--- src/rtl/morse_tx.sv ---
// Morse key-line transmitter: takes one ASCII character per valid/ready handshake and
// emits the timed on/off key line plus dot/dash/end-of-character symbol strobes.
module morse_tx #(
  parameter int unsigned UNIT_CYCLES = 12500000
) (
  input  logic       clk,
  input  logic       rst,
  input  logic [7:0] ch_data,
  input  logic       ch_valid,
  output logic       ch_ready,
  output logic       key_out,
  output logic [1:0] sym_out,
  output logic       sym_valid,
  output logic       busy,
  output logic       bad_char
);

  // Handshake: a character transfers on a rising clk edge where ch_valid & ch_ready;
  // ch_data is captured on that edge and ch_ready drops in the following cycle.

  typedef enum logic [2:0] {
    S_IDLE     = 3'd0,
    S_MARK     = 3'd1,
    S_EL_GAP   = 3'd2,
    S_CHAR_GAP = 3'd3,
    S_WORD_GAP = 3'd4
  } state_t;

  localparam logic [1:0] SYM_DOT  = 2'b01;
  localparam logic [1:0] SYM_DASH = 2'b10;
  localparam logic [1:0] SYM_EOC  = 2'b11;

  localparam logic [30:0] CNT_1U = 31'(UNIT_CYCLES - 1);
  localparam logic [30:0] CNT_3U = 31'(3 * UNIT_CYCLES - 1);
  localparam logic [30:0] CNT_7U = 31'(7 * UNIT_CYCLES - 1);

  state_t      state_q;
  logic [30:0] cnt_q;
  logic [2:0]  idx_q;
  logic [2:0]  len_q;
  logic [4:0]  pat_q;
  logic        ready_q;
  logic        key_q;
  logic [1:0]  sym_q;
  logic        sym_valid_q;
  logic        busy_q;
  logic        bad_q;

  logic [7:0]  uc;
  logic [7:0]  lut;
  logic [2:0]  lut_len;
  logic [4:0]  lut_pat;
  logic        is_space;
  logic [4:0]  pat_rem;

  // Table entry is {length, pattern}; pattern bit i is element i (1 = dash). Length 0 = not a letter/digit.
  always_comb begin
    uc  = (ch_data >= 8'h61 && ch_data <= 8'h7A) ? ch_data - 8'h20 : ch_data;
    lut = 8'h00;
    case (uc)
      "A": lut = {3'd2, 5'b00010};
      "B": lut = {3'd4, 5'b00001};
      "C": lut = {3'd4, 5'b00101};
      "D": lut = {3'd3, 5'b00001};
      "E": lut = {3'd1, 5'b00000};
      "F": lut = {3'd4, 5'b00100};
      "G": lut = {3'd3, 5'b00011};
      "H": lut = {3'd4, 5'b00000};
      "I": lut = {3'd2, 5'b00000};
      "J": lut = {3'd4, 5'b01110};
      "K": lut = {3'd3, 5'b00101};
      "L": lut = {3'd4, 5'b00010};
      "M": lut = {3'd2, 5'b00011};
      "N": lut = {3'd2, 5'b00001};
      "O": lut = {3'd3, 5'b00111};
      "P": lut = {3'd4, 5'b00110};
      "Q": lut = {3'd4, 5'b01011};
      "R": lut = {3'd3, 5'b00010};
      "S": lut = {3'd3, 5'b00000};
      "T": lut = {3'd1, 5'b00001};
      "U": lut = {3'd3, 5'b00100};
      "V": lut = {3'd4, 5'b01000};
      "W": lut = {3'd3, 5'b00110};
      "X": lut = {3'd4, 5'b01001};
      "Y": lut = {3'd4, 5'b01101};
      "Z": lut = {3'd4, 5'b00011};
      "0": lut = {3'd5, 5'b11111};
      "1": lut = {3'd5, 5'b11110};
      "2": lut = {3'd5, 5'b11100};
      "3": lut = {3'd5, 5'b11000};
      "4": lut = {3'd5, 5'b10000};
      "5": lut = {3'd5, 5'b00000};
      "6": lut = {3'd5, 5'b00001};
      "7": lut = {3'd5, 5'b00011};
      "8": lut = {3'd5, 5'b00111};
      "9": lut = {3'd5, 5'b01111};
      default: lut = 8'h00;
    endcase
    lut_len  = lut[7:5];
    lut_pat  = lut[4:0];
    is_space = (ch_data == 8'h20);
  end

  // idx_q already points at the upcoming element while in EL_GAP.
  assign pat_rem = pat_q >> idx_q;

  always_ff @(posedge clk) begin
    if (rst) begin
      state_q     <= S_IDLE;
      cnt_q       <= '0;
      idx_q       <= '0;
      len_q       <= '0;
      pat_q       <= '0;
      ready_q     <= 1'b0;
      key_q       <= 1'b0;
      sym_q       <= 2'b00;
      sym_valid_q <= 1'b0;
      busy_q      <= 1'b0;
      bad_q       <= 1'b0;
    end else begin
      sym_valid_q <= 1'b0;
      sym_q       <= 2'b00;
      bad_q       <= 1'b0;
      case (state_q)
        S_IDLE: begin
          ready_q <= 1'b1;
          busy_q  <= 1'b0;
          key_q   <= 1'b0;
          if (ch_valid && ready_q) begin
            if (lut_len != 3'd0) begin
              state_q     <= S_MARK;
              len_q       <= lut_len;
              pat_q       <= lut_pat;
              idx_q       <= 3'd0;
              cnt_q       <= lut_pat[0] ? CNT_3U : CNT_1U;
              key_q       <= 1'b1;
              busy_q      <= 1'b1;
              ready_q     <= 1'b0;
              sym_valid_q <= 1'b1;
              sym_q       <= lut_pat[0] ? SYM_DASH : SYM_DOT;
            end else if (is_space) begin
              state_q <= S_WORD_GAP;
              cnt_q   <= CNT_7U;
              busy_q  <= 1'b1;
              ready_q <= 1'b0;
            end else begin
              bad_q <= 1'b1;
            end
          end
        end
        S_MARK: begin
          if (cnt_q != 31'd0) begin
            cnt_q <= cnt_q - 31'd1;
          end else if (idx_q == len_q - 3'd1) begin
            state_q     <= S_CHAR_GAP;
            cnt_q       <= CNT_3U;
            key_q       <= 1'b0;
            sym_valid_q <= 1'b1;
            sym_q       <= SYM_EOC;
          end else begin
            state_q <= S_EL_GAP;
            cnt_q   <= CNT_1U;
            key_q   <= 1'b0;
            idx_q   <= idx_q + 3'd1;
          end
        end
        S_EL_GAP: begin
          if (cnt_q != 31'd0) begin
            cnt_q <= cnt_q - 31'd1;
          end else begin
            state_q     <= S_MARK;
            cnt_q       <= pat_rem[0] ? CNT_3U : CNT_1U;
            key_q       <= 1'b1;
            sym_valid_q <= 1'b1;
            sym_q       <= pat_rem[0] ? SYM_DASH : SYM_DOT;
          end
        end
        S_CHAR_GAP, S_WORD_GAP: begin
          if (cnt_q != 31'd0) begin
            cnt_q <= cnt_q - 31'd1;
          end else begin
            state_q <= S_IDLE;
            busy_q  <= 1'b0;
            ready_q <= 1'b1;
          end
        end
        default: begin
          state_q <= S_IDLE;
          key_q   <= 1'b0;
          busy_q  <= 1'b0;
          ready_q <= 1'b0;
        end
      endcase
    end
  end

  assign ch_ready  = ready_q;
  assign key_out   = key_q;
  assign sym_out   = sym_q;
  assign sym_valid = sym_valid_q;
  assign busy      = busy_q;
  assign bad_char  = bad_q;

endmodule

--- config.mk ---
export PLATFORM = sky130hd
export DESIGN_NAME = morse_tx
export DESIGN_NICKNAME = d
export VERILOG_FILES = /design/src/rtl/morse_tx.sv
export SDC_FILE = /design/constraint.sdc
export NUM_CORES = 1
export LEC_CHECK = 0
export CORE_UTILIZATION = 40
export CTS_BUF_LIST = sky130_fd_sc_hd__clkbuf_8
export DETAILED_ROUTE_END_ITERATION = 8
export PLACE_DENSITY = 0.58
export SETUP_SLACK_MARGIN = 0.15
export SYNTH_ARGS = -nofsm -noshare
export SYNTH_HDL_FRONTEND = slang
export SYNTH_SLANG_ARGS = --single-unit
export TNS_END_PERCENT = 1
--- constraint.sdc ---
create_clock -name clk -period 2.6 [get_ports clk]
set_input_delay 0.52 -clock clk [delete_from_list [all_inputs] [get_ports clk]]
set_output_delay 0.52 -clock clk [all_outputs]
set_load 0.05 [all_outputs]
==> impl_metrics.yaml, run 1 <==
yosys:
  ys_top_cells_by_area: "dfxtp_1, a21oi_1, nor2_1"
  synth_most_common_cell: "a21oi_1"
  synth_fa_ha_area_frac: 0.0477
  yosys_register_bits: 52
  synth_common_cells: "a21oi_1, dfxtp_1, nor2_1"
  synth_top_family_by_area: "simple AND/OR/NAND/NOR gates"
  synthArstFlopShare: 0
  syn_nets: 505
  synth_warnings: 0
  synth-compound-area-share: 0.283
  synth_xor_area_frac: 0.0192
  synth.area.mux_share: 0.0233
  synth_cell_types: 73
  yosysSeqAreaShare: 0.285
  yosys_most_used_dff: "dfxtp_1"
  syn_area_per_cell_sq_um: 7.59
  syn_area_sq_um: 3650
  synth_edf_count: 0
  synth_top_area_frac: 0.285
  synthSimpleGateAreaFrac: 0.284
  netlist_instances: 481
  yosysTopAreaCell: "dfxtp_1"
routing:
  vias_per_cell: 5.81
  drc: 0
  dr.first_iter.drc_count: 174
  finalWirelength_um: 11500
  drtPass1Iterations: 4
  antenna_left: 0
  num_vias: 4121
  wire_per_inst_um: 16.3
layout:
  area_growth_pct: 43.2
  instances_no_fill: 709
  drive_gt1_frac: 0.324
  utilization: 0.597
  antennaDiodeCount: 0
  nets: 624
clock_tree:
  hold_buffers: 0
  clk_path_buf_depth: 2
  clock-sinks: 52
  htreeDepth: 2
  cts_tree: "done"
  clock_latency_ns: 0.30
  clk_pin_slew_ns: 0.10
  numCtsBuffers: 5
  cts_root_buffer: "clkbuf_8"
power_and_ir_drop:
  internal_power_uw: 1480
  netSwitchingFraction: 0.370
  p_sw_uw: 865
  p_per_area_nw_per_um2: 448
  leakagePower_uw: 0.00203
  p_comb_frac: 0.430
  ir_worst_vdd_mv: 0.268
  seq_power_share: 0.366
  p_clk_frac: 0.204
floorplanning:
  coreArea_sq_um: 8760
  die_x_um: 97.5
  dieHeight_um: 97.5
  start_util: 0.416
  io_pins: 18
  fp.dieArea_sq_um: 9510
  std_cell_rows: 34
sta:
  rsz0062_at_grt: "true"
  setup-tns-final_ns: 0
  max_freq_mhz: 400
  maxSlewHeadroom: 0.579
  finalCritPeriodShare: 0.962
  setup_viol: 0
  skew_ns: 0.00977
  hold_viol: 0
  slew_viol_final: 0
  fin_ws_ns: 0.0976
  period_minus_slack_ns: 2.50
  tightest_slew_ns: 0.625
grt:
  grt_max_degree: 22
  first_global_vias: 4007
  grt_overflow: 0
  grt_pass1_wl_um: 18900
  track_usage: 0.239
  antenna_found_initial: 0
critical_path:
  start_kind: "input port"
  crit_fanout: 7
  required_ns: 2.83
  cp-end-kind: "flop"
  critical_path_class: "in2reg"
  worstPathArrival_ns: 2.73
run_status:
  status: "completed"
placed_design:
  port_buffers: 17
  post-place-ws_ns: -0.709
  dp.cells: 670
  finalWeightedCongestion: 0.852
  hpwl_um: 7970
worst_hold_path:
  hold_path.class: "reg2reg"
run:
  maxCapViolCount: 0
cells in the final DEF, fill, tap and decap left out, types with 5 or more instances in the layout:
cell type / n
buf_4: 107
a21oi_1: 54
dfxtp_1: 49
nor2_1: 48
nand2_1: 42
o21ai_0: 25
nor3_1: 21
nor2b_1: 12
o21ai_1: 12
buf_6: 12
inv_1: 10
nand3_1: 10
clkdlybuf4s50_1: 10
a211oi_1: 9
nor4_1: 7
nand2b_1: 7
a311oi_1: 7
ha_1: 7
o211ai_1: 6
nand3b_1: 6
xnor2_1: 6
clkbuf_8: 5
dlygate4sd2_1: 5
power groups by stage:
| stage | Combinational, uW | Sequential (uW) | Clock, uW |
|---|---|---|---|
| floorplan | 489 | 879 | 0 |
| global placement | 804 | 870 | 0 |
| detailed placement | 817 | 870 | 0 |
| CTS | 907 | 855 | 496 |
| global route | 1080 | 862 | 529 |
| finish | 1010 | 857 | 477 |
kinds of logic (layout without fill, tap and decap cells):
kind of cell	count (synthesis)	in the layout
muxes	7	7
buffers and inverters	44	163
adders and majority gates	14	14
and+or+nand+nor	199	199
DFF	52	52
xor gates and xnor gates	8	8
AOI/OAI and AO/OA	157	158
sequential cells by signal, indices dropped and copies added, names as in the netlist:
name	flops
pat_q	5
state_q	3
key_out	1
len_q	3
bad_char	1
idx_q	3
ch_ready	1
busy	1
sym_out	2
cnt_q	31
sym_valid	1
path summary, 6_finish.rpt:
| kind | endpoint | cells after the start | startpoint | slack [ns] |
|---|---|---|---|---|
| worst min-delay path | pat_q[2] | 2 | pat_q[2] | 0.46 |
| worst max-delay path | cnt_q[12] | 12 | ch_data[1] | 0.1 |
| worst min register to register | pat_q[2] | 2 | pat_q[2] | 0.46 |
| worst max register to register | cnt_q[8] | 11 | cnt_q[26] | 0.13 |
metal layers:
metal / GRT usage / share of wire
met1: 0.301 / 0.44
met2: 0.413 / 0.50
met3: 0.0403 / 0.034
met4: 0.0803 / 0.020
met5: 0 / 0
stage by stage:
stage | instance area [sq um] | hold slack (ns) | power (uW)
after global routing | 5230 | 0.487 | 2470
final | 5230 | 0.459 | 2340
after floorplan | 3730 | 0.431 | 1370
after CTS | 5080 | 0.459 | 2260
after detailed placement | 4600 | 0.446 | 1690
after global placement | 4600 | 0.444 | 1670
worst max-delay path, cell delays in order:
cell	delay (ns)
clkdlybuf4s15_2	0.20
buf_6	0.13
buf_4	0.14
ha_2	0.17
nor2b_1	0.10
a21oi_1	0.05
o22a_1	0.25
a31oi_4	0.19
o21ai_4	0.13
a31o_4	0.26
or4_4	0.42
a41oi_2	0.17
what timing repair did:
action                                  CTS  global route
setup buffers                            16            11
endpoints found under the setup margin   51            39
gates resized for setup                  56            22
pin swaps                                16            19
gates cloned                              4             0
final cells by class:
type / count / area [sq um]
tap: 108 / 135
clock buffer: 5 / 68.8
timing repair buffer: 141 / 1210
multi-input combinational: 386 / 2700
inverter: 14 / 56.3
fill: 808 / 3540
sequential: 52 / 1040
clock inverter: 3 / 18.8
(Power assumes the default switching activity.)
==> inputs of run 2 (changes only) <==
--- a/config.mk
+++ b/config.mk
@@ -5,10 +5,10 @@
 export SDC_FILE = /design/constraint.sdc
 export NUM_CORES = 1
 export LEC_CHECK = 0
-export CORE_UTILIZATION = 40
+export CORE_UTILIZATION = 56
 export CTS_BUF_LIST = sky130_fd_sc_hd__clkbuf_8
 export DETAILED_ROUTE_END_ITERATION = 8
-export PLACE_DENSITY = 0.58
+export PLACE_DENSITY = 0.77
 export SETUP_SLACK_MARGIN = 0.15
 export SYNTH_ARGS = -nofsm -noshare
 export SYNTH_HDL_FRONTEND = slang
==> run 2 against run 1 <==
Net effect: combinational power is 5% higher; global-route usage grew 11 points; utilization is 24 points higher; cell count shrank 4.8%; sequential share of layout area about the same; maximum frequency shrank 1.3%; critical path depth is 2 lower; power is 6.9% higher; critical endpoint is now cnt_q[17].
==> impl_metrics.yaml, run 2 (synthesized netlist as in run 1, its figures left out) <==
run_status:
  status: "completed"
placed_design:
  hpwl_um: 7810
  finalWeightedCongestion: 0.899
  placed_cell_area_sq_um: 4580
  port_buffers: 17
routing:
  wire_per_inst_um: 18.7
  num_vias: 4428
  drc: 0
  dr.first_iter.drc_count: 418
  drtPass1Iterations: 5
  vias_per_cell: 6.56
  antenna_left: 0
  finalWirelength_um: 12600
layout:
  nFillCells: 374
  nets: 621
  utilization: 0.833
  multiInputGateArea_sq_um: 2760
  top_register: "cnt_q"
  design_area_sq_um: 5260
  final_common_cell: "buf_4"
  top_regs: "cnt_q (31), pat_q (5)"
  drive_gt1_frac: 0.339
  register_area_sq_um: 1050
  largest_reg_flops: 31
  antennaDiodeCount: 0
  area_growth_pct: 44.1
  final_cell_mix: "buf_4, a21oi_1, nor2_1"
critical_path:
  start_kind: "flop"
  critPathMaxStageDelay_ns: 0.39
  r2r_cells: 10
  critPathBufInv: 2
  reg2reg_to: "cnt_q[17]"
  cp_cell_sequence: "nor4_4, buf_4, nand3_1, nor4_2, buf_4, nand2_1, xnor2_1, nor2_1, o22a_1, a21oi_1"
  worst_path_most_repeated_cell: "buf_4"
  crit_fanout: 7
  cpMaxStageDelayCell: "dfxtp_1"
  worstPathArrival_ns: 2.74
  critical_path.top_delay_family: "simple AND/OR/NAND/NOR gates"
  cp-end-kind: "flop"
  startpoint: "cnt_q[4]"
  crit_cells: 10
  r2r_setup_slack_ns: 0.06
  cp-endpoint: "cnt_q[17]"
  critical_path_class: "reg2reg"
  required_ns: 2.80
  r2r_start: "cnt_q[4]"
power_and_ir_drop:
  internal_power_uw: 1570
  seq_power_share: 0.344
  p_total_uw: 2500
  p_per_area_nw_per_um2: 476
  ir_worst_vdd_mv: 0.389
  netSwitchingFraction: 0.372
  leakagePower_uw: 0.00206
  p_clk_frac: 0.233
  p_comb_frac: 0.423
  p_sw_uw: 929
floorplanning:
  io_pins: 18
  fp.dieArea_sq_um: 6840
  std_cell_rows: 29
  start_util: 0.578
  coreArea_sq_um: 6310
  dieHeight_um: 82.7
  die_x_um: 82.7
sta:
  max_freq_mhz: 394
  tightest_slew_ns: 0.563
  finalCritPeriodShare: 0.975
  setup_viol: 0
  rsz0062_at_grt: "true"
  maxSlewHeadroom: 0.623
  skew_ns: 0.0133
  hold_viol: 0
  slew_viol_final: 0
  period_minus_slack_ns: 2.54
grt:
  track_usage: 0.351
  antenna_found_initial: 0
  grt_max_degree: 24
  grt_pass1_wl_um: 18500
  grt_overflow: 0
  first_global_vias: 4054
clock_tree:
  hold_buffers: 0
  numCtsBuffers: 5
  clk_path_buf_depth: 2
  cts_tree: "done"
  cts_root_buffer: "clkbuf_8"
  clk_pin_slew_ns: 0.11
  clock-sinks: 52
  clock_latency_ns: 0.31
  htreeDepth: 2
worst_hold_path:
  hold_path.class: "reg2reg"
run:
  maxCapViolCount: 0
## run 2: worst min-delay path, stage by stage, from the launching register on
cell and delay [ns]:
dfxtp_1 0.32, nand2_1 0.05, a21oi_1 0.05
## run 2: per-stage QoR
step                worst slack (ns)  std cells  hold WS [ns]  TNS, ns
floorplan                     0.0189        481         0.431        0
global placement              -0.582        641         0.445   -22.84
detailed placement            -0.668        641         0.449   -26.13
CTS                            0.140        662         0.462        0
global route                  0.0190        675         0.480        0
finish                        0.0640        675         0.460        0
## run 2: final cells by class
| class | instances | share of cell area |
|---|---|---|
| multi-input cells | 385 | 0.525 |
| repair buffers | 139 | 0.225 |
| flip-flops and latches | 52 | 0.199 |
| well taps | 77 | 0.0183 |
| clock buffers | 5 | 0.0131 |
| inverters | 14 | 0.0112 |
| clock inverters | 3 | 0.00809 |
## run 2: how the worst min path moves through the flow
stage               end      from  depth (start not counted)
4_1_cts        pat_q[2]  pat_q[2]                          2
3_5_place_dp   pat_q[2]  pat_q[2]                          2
3_3_place_gp   len_q[1]  len_q[1]                          2
6_report       pat_q[2]  pat_q[2]                          2
5_1_grt        pat_q[3]  pat_q[3]                          2
2_1_floorplan  pat_q[1]  pat_q[1]                          2
## run 2: per-layer routing
metal,part of all wire,vias to the layer above,GRT usage
met3,0.072,74,0.0637
met5,0,-,0
li1,-,2010,-
met4,0.049,0,0.171
met1,0.39,2077,0.401
met2,0.49,267,0.623
## run 2: power by group through the flow
stage          Combinational [uW]  Clock [uW]  Sequential, uW
3_5_place_dp                  826           0             870
6_report                     1060         583             860
4_1_cts                       926         586             854
2_1_floorplan                 489           0             879
5_1_grt                      1120         622             863
3_3_place_gp                  801           0             868
## run 2: timing repair
item,in CTS,in global routing
cloned,3,1
resized for setup,50,48
setup endpoints to repair,51,44
setup buffers,10,12
pin swaps,16,28
==> inputs of run 3 (changes only) <==
--- a/config.mk
+++ b/config.mk
@@ -5,10 +5,13 @@
 export SDC_FILE = /design/constraint.sdc
 export NUM_CORES = 1
 export LEC_CHECK = 0
+export ABC_AREA = 1
+export CAP_MARGIN = 30
+export CORE_ASPECT_RATIO = 1.75
 export CORE_UTILIZATION = 56
 export CTS_BUF_LIST = sky130_fd_sc_hd__clkbuf_8
 export DETAILED_ROUTE_END_ITERATION = 8
-export PLACE_DENSITY = 0.77
+export PLACE_DENSITY = 0.76
 export SETUP_SLACK_MARGIN = 0.15
 export SYNTH_ARGS = -nofsm -noshare
 export SYNTH_HDL_FRONTEND = slang
==> run 3 against run 2 <==
Net effect: via count grew 18%; cell area grew 7.2%; global-route usage grew 3.2 points; sequential share of layout area shrank 1.5 points; largest cell class unchanged.
==> impl_metrics.yaml, run 3 <==
run_status:
  status: "completed"
floorplanning:
  fp.dieArea_sq_um: 7970
  std_cell_rows: 41
  coreArea_sq_um: 7280
  die_x_um: 67.9
  start_util: 0.585
  io_pins: 18
  dieHeight_um: 117
grt:
  track_usage: 0.383
  grt_max_degree: 20
  grt_overflow: 0
  antenna_found_initial: 0
  first_global_vias: 5141
  grt_pass1_wl_um: 23500
layout:
  top_register: "cnt_q"
  area_growth_pct: 32.3
  antennaDiodeCount: 0
  nets: 874
  drive_gt1_frac: 0.214
  design_area_sq_um: 5640
  largest_reg_flops: 31
  final_common_cell: "nand2_1"
  nFillCells: 594
  final_cell_mix: "nand2_1, nor2_1, inv_1"
  top_regs: "cnt_q (31), pat_q (5)"
  utilization: 0.774
sta:
  hold_ws_ns: 0.490
  tightest_slew_ns: 0.536
  finalCritPeriodShare: 0.929
  setup-tns-final_ns: 0
  hold_viol: 0
  max_freq_mhz: 414
  skew_ns: 0.0106
  slew_viol_final: 0
  rsz0062_at_grt: "true"
  setup_viol: 0
  period_minus_slack_ns: 2.42
  maxSlewHeadroom: 0.641
power_and_ir_drop:
  netSwitchingFraction: 0.434
  p_comb_frac: 0.486
  leakagePower_uw: 0.00298
  p_sw_uw: 1190
  p_per_area_nw_per_um2: 488
  p_clk_frac: 0.189
  ir_worst_vdd_mv: 0.323
  internal_power_uw: 1560
  seq_power_share: 0.326
yosys:
  yosys_most_used_dff: "dfxtp_1"
  yosys_register_bits: 52
  syn_area_sq_um: 4260
  yosysTopAreaCell: "dfxtp_1"
  syn_nets: 766
  ys_top_cells_by_area: "dfxtp_1, nand2_1, nor2_1"
  syn_area_per_cell_sq_um: 5.74
  synth_warnings: 0
  synth_cell_types: 37
  synthArstFlopShare: 0
  synth_common_cells: "nand2_1, nor2_1, inv_1"
  synth_top_area_frac: 0.244
  synth_most_common_cell: "nand2_1"
  synth_edf_count: 0
  yosysSeqAreaShare: 0.244
  netlist_instances: 742
critical_path:
  r2r_start: "cnt_q[28]"
  startpoint: "cnt_q[28]"
  worstPathArrival_ns: 2.66
  cpMaxStageDelayCell: "dfxtp_1"
  reg2reg_to: "cnt_q[25]"
  cp-end-kind: "flop"
  crit_cells: 15
  start_kind: "flop"
  cp_cell_sequence: "nor2_1, buf_4, nand2_1, nor2_1, nand2_1, nor2_2, inv_1, nand2_1, nand2_2, nand3_4, buf_12, bufbuf_16, nand2_1, inv_1, nor2_1"
  required_ns: 2.84
  r2r_cells: 15
  critPathBufInv: 5
  critPathMaxStageDelay_ns: 0.36
  r2r_setup_slack_ns: 0.18
  crit_fanout: 8
  critical_path_class: "reg2reg"
  worst_path_most_repeated_cell: "nand2_1"
  critical_path.top_delay_family: "simple AND/OR/NAND/NOR gates"
  cp-endpoint: "cnt_q[25]"
clock_tree:
  cts_root_buffer: "clkbuf_8"
  hold_buffers: 0
  cts_tree: "done"
  numCtsBuffers: 5
  clock_latency_ns: 0.33
  clk_path_buf_depth: 2
  clock-sinks: 52
  clk_pin_slew_ns: 0.11
  htreeDepth: 2
run:
  maxCapViolCount: 0
routing:
  drc: 0
  dr.first_iter.drc_count: 456
  num_vias: 5218
  wire_per_inst_um: 15.5
  finalWirelength_um: 14500
  drtPass1Iterations: 5
  vias_per_cell: 5.57
  antenna_left: 0
placed_design:
  placed_cell_area_sq_um: 5090
  hpwl_um: 10500
  port_buffers: 17
  finalWeightedCongestion: 0.956
worst_hold_path:
  hold_path.class: "reg2reg"
==> run 3: cells by family after synthesis <==
logic type	Yosys count	share of synthesized area
AOI/OAI and AO/OA	69	0.0884
xor gates and xnor gates	26	0.0535
adders and majority gates	13	0.0382
buffers and inverters	128	0.122
DFF	52	0.244
and+or+nand+nor	454	0.453
==> run 3: worst reg2reg max path, delay by kind of cell (launching register included) <==
kind	cells	cell delay (ns)
buffers and inverters	5	0.68
flip-flops	1	0.36
AND/OR/NAND/NOR	10	1.31
==> run 3: worst min-delay path by stage <==
stage	start	endpoint	slack (ns)	depth (start not counted)
final	pat_q[0]	pat_q[0]	0.49	2
after global routing	pat_q[0]	pat_q[0]	0.49	2
after CTS	pat_q[0]	pat_q[0]	0.49	2
after detailed placement	pat_q[0]	pat_q[0]	0.47	2
after global placement	pat_q[0]	pat_q[0]	0.46	2
after floorplan	pat_q[0]	pat_q[0]	0.44	2
==> run 3: final cells by class <==
class	count	area [sq um]	area share
timing repair buffer	116	1030	0.183
inverter	113	429	0.0762
clock inverter	3	27.5	0.00488
sequential	52	1040	0.185
tap	86	108	0.0191
multi-input combinational	562	2930	0.520
clock buffer	5	68.8	0.0122
==> run 3: power by group through the flow <==
stage / sequential, uW / combinational, uW / clock (uW)
5_1_grt: 901 / 1480 / 532
3_3_place_gp: 909 / 1130 / 0
2_1_floorplan: 915 / 758 / 0
6_report: 896 / 1340 / 519
4_1_cts: 893 / 1250 / 516
3_5_place_dp: 911 / 1160 / 0
==> run 3: layer usage <==
layer | vias up | GRT usage | wire length, um
met2 | 229 | 0.664 | 7680
met3 | 86 | 0.0846 | 714
met4 | 0 | 0.281 | 1100
li1 | 2533 | - | -
met1 | 2370 | 0.370 | 4990
met5 | - | 0 | 0
==> run 3: stage by stage <==
| step | std cells | setup WS [ns] | power (uW) |
|---|---|---|---|
| 3_3_place_gp | 911 | -0.416 | 2040 |
| 4_1_cts | 933 | 0.156 | 2650 |
| 6_report | 937 | 0.184 | 2750 |
| 5_1_grt | 937 | 0.105 | 2910 |
| 3_5_place_dp | 911 | -0.404 | 2070 |
| 2_1_floorplan | 742 | 0.402 | 1670 |
==> run 3: timing repair <==
action                     4_1_cts  5_1_grt
setup endpoints to repair       50       50
gates cloned                     2        0
pin swaps                       14       12
resized for setup               48       36
setup buffers                   12        4
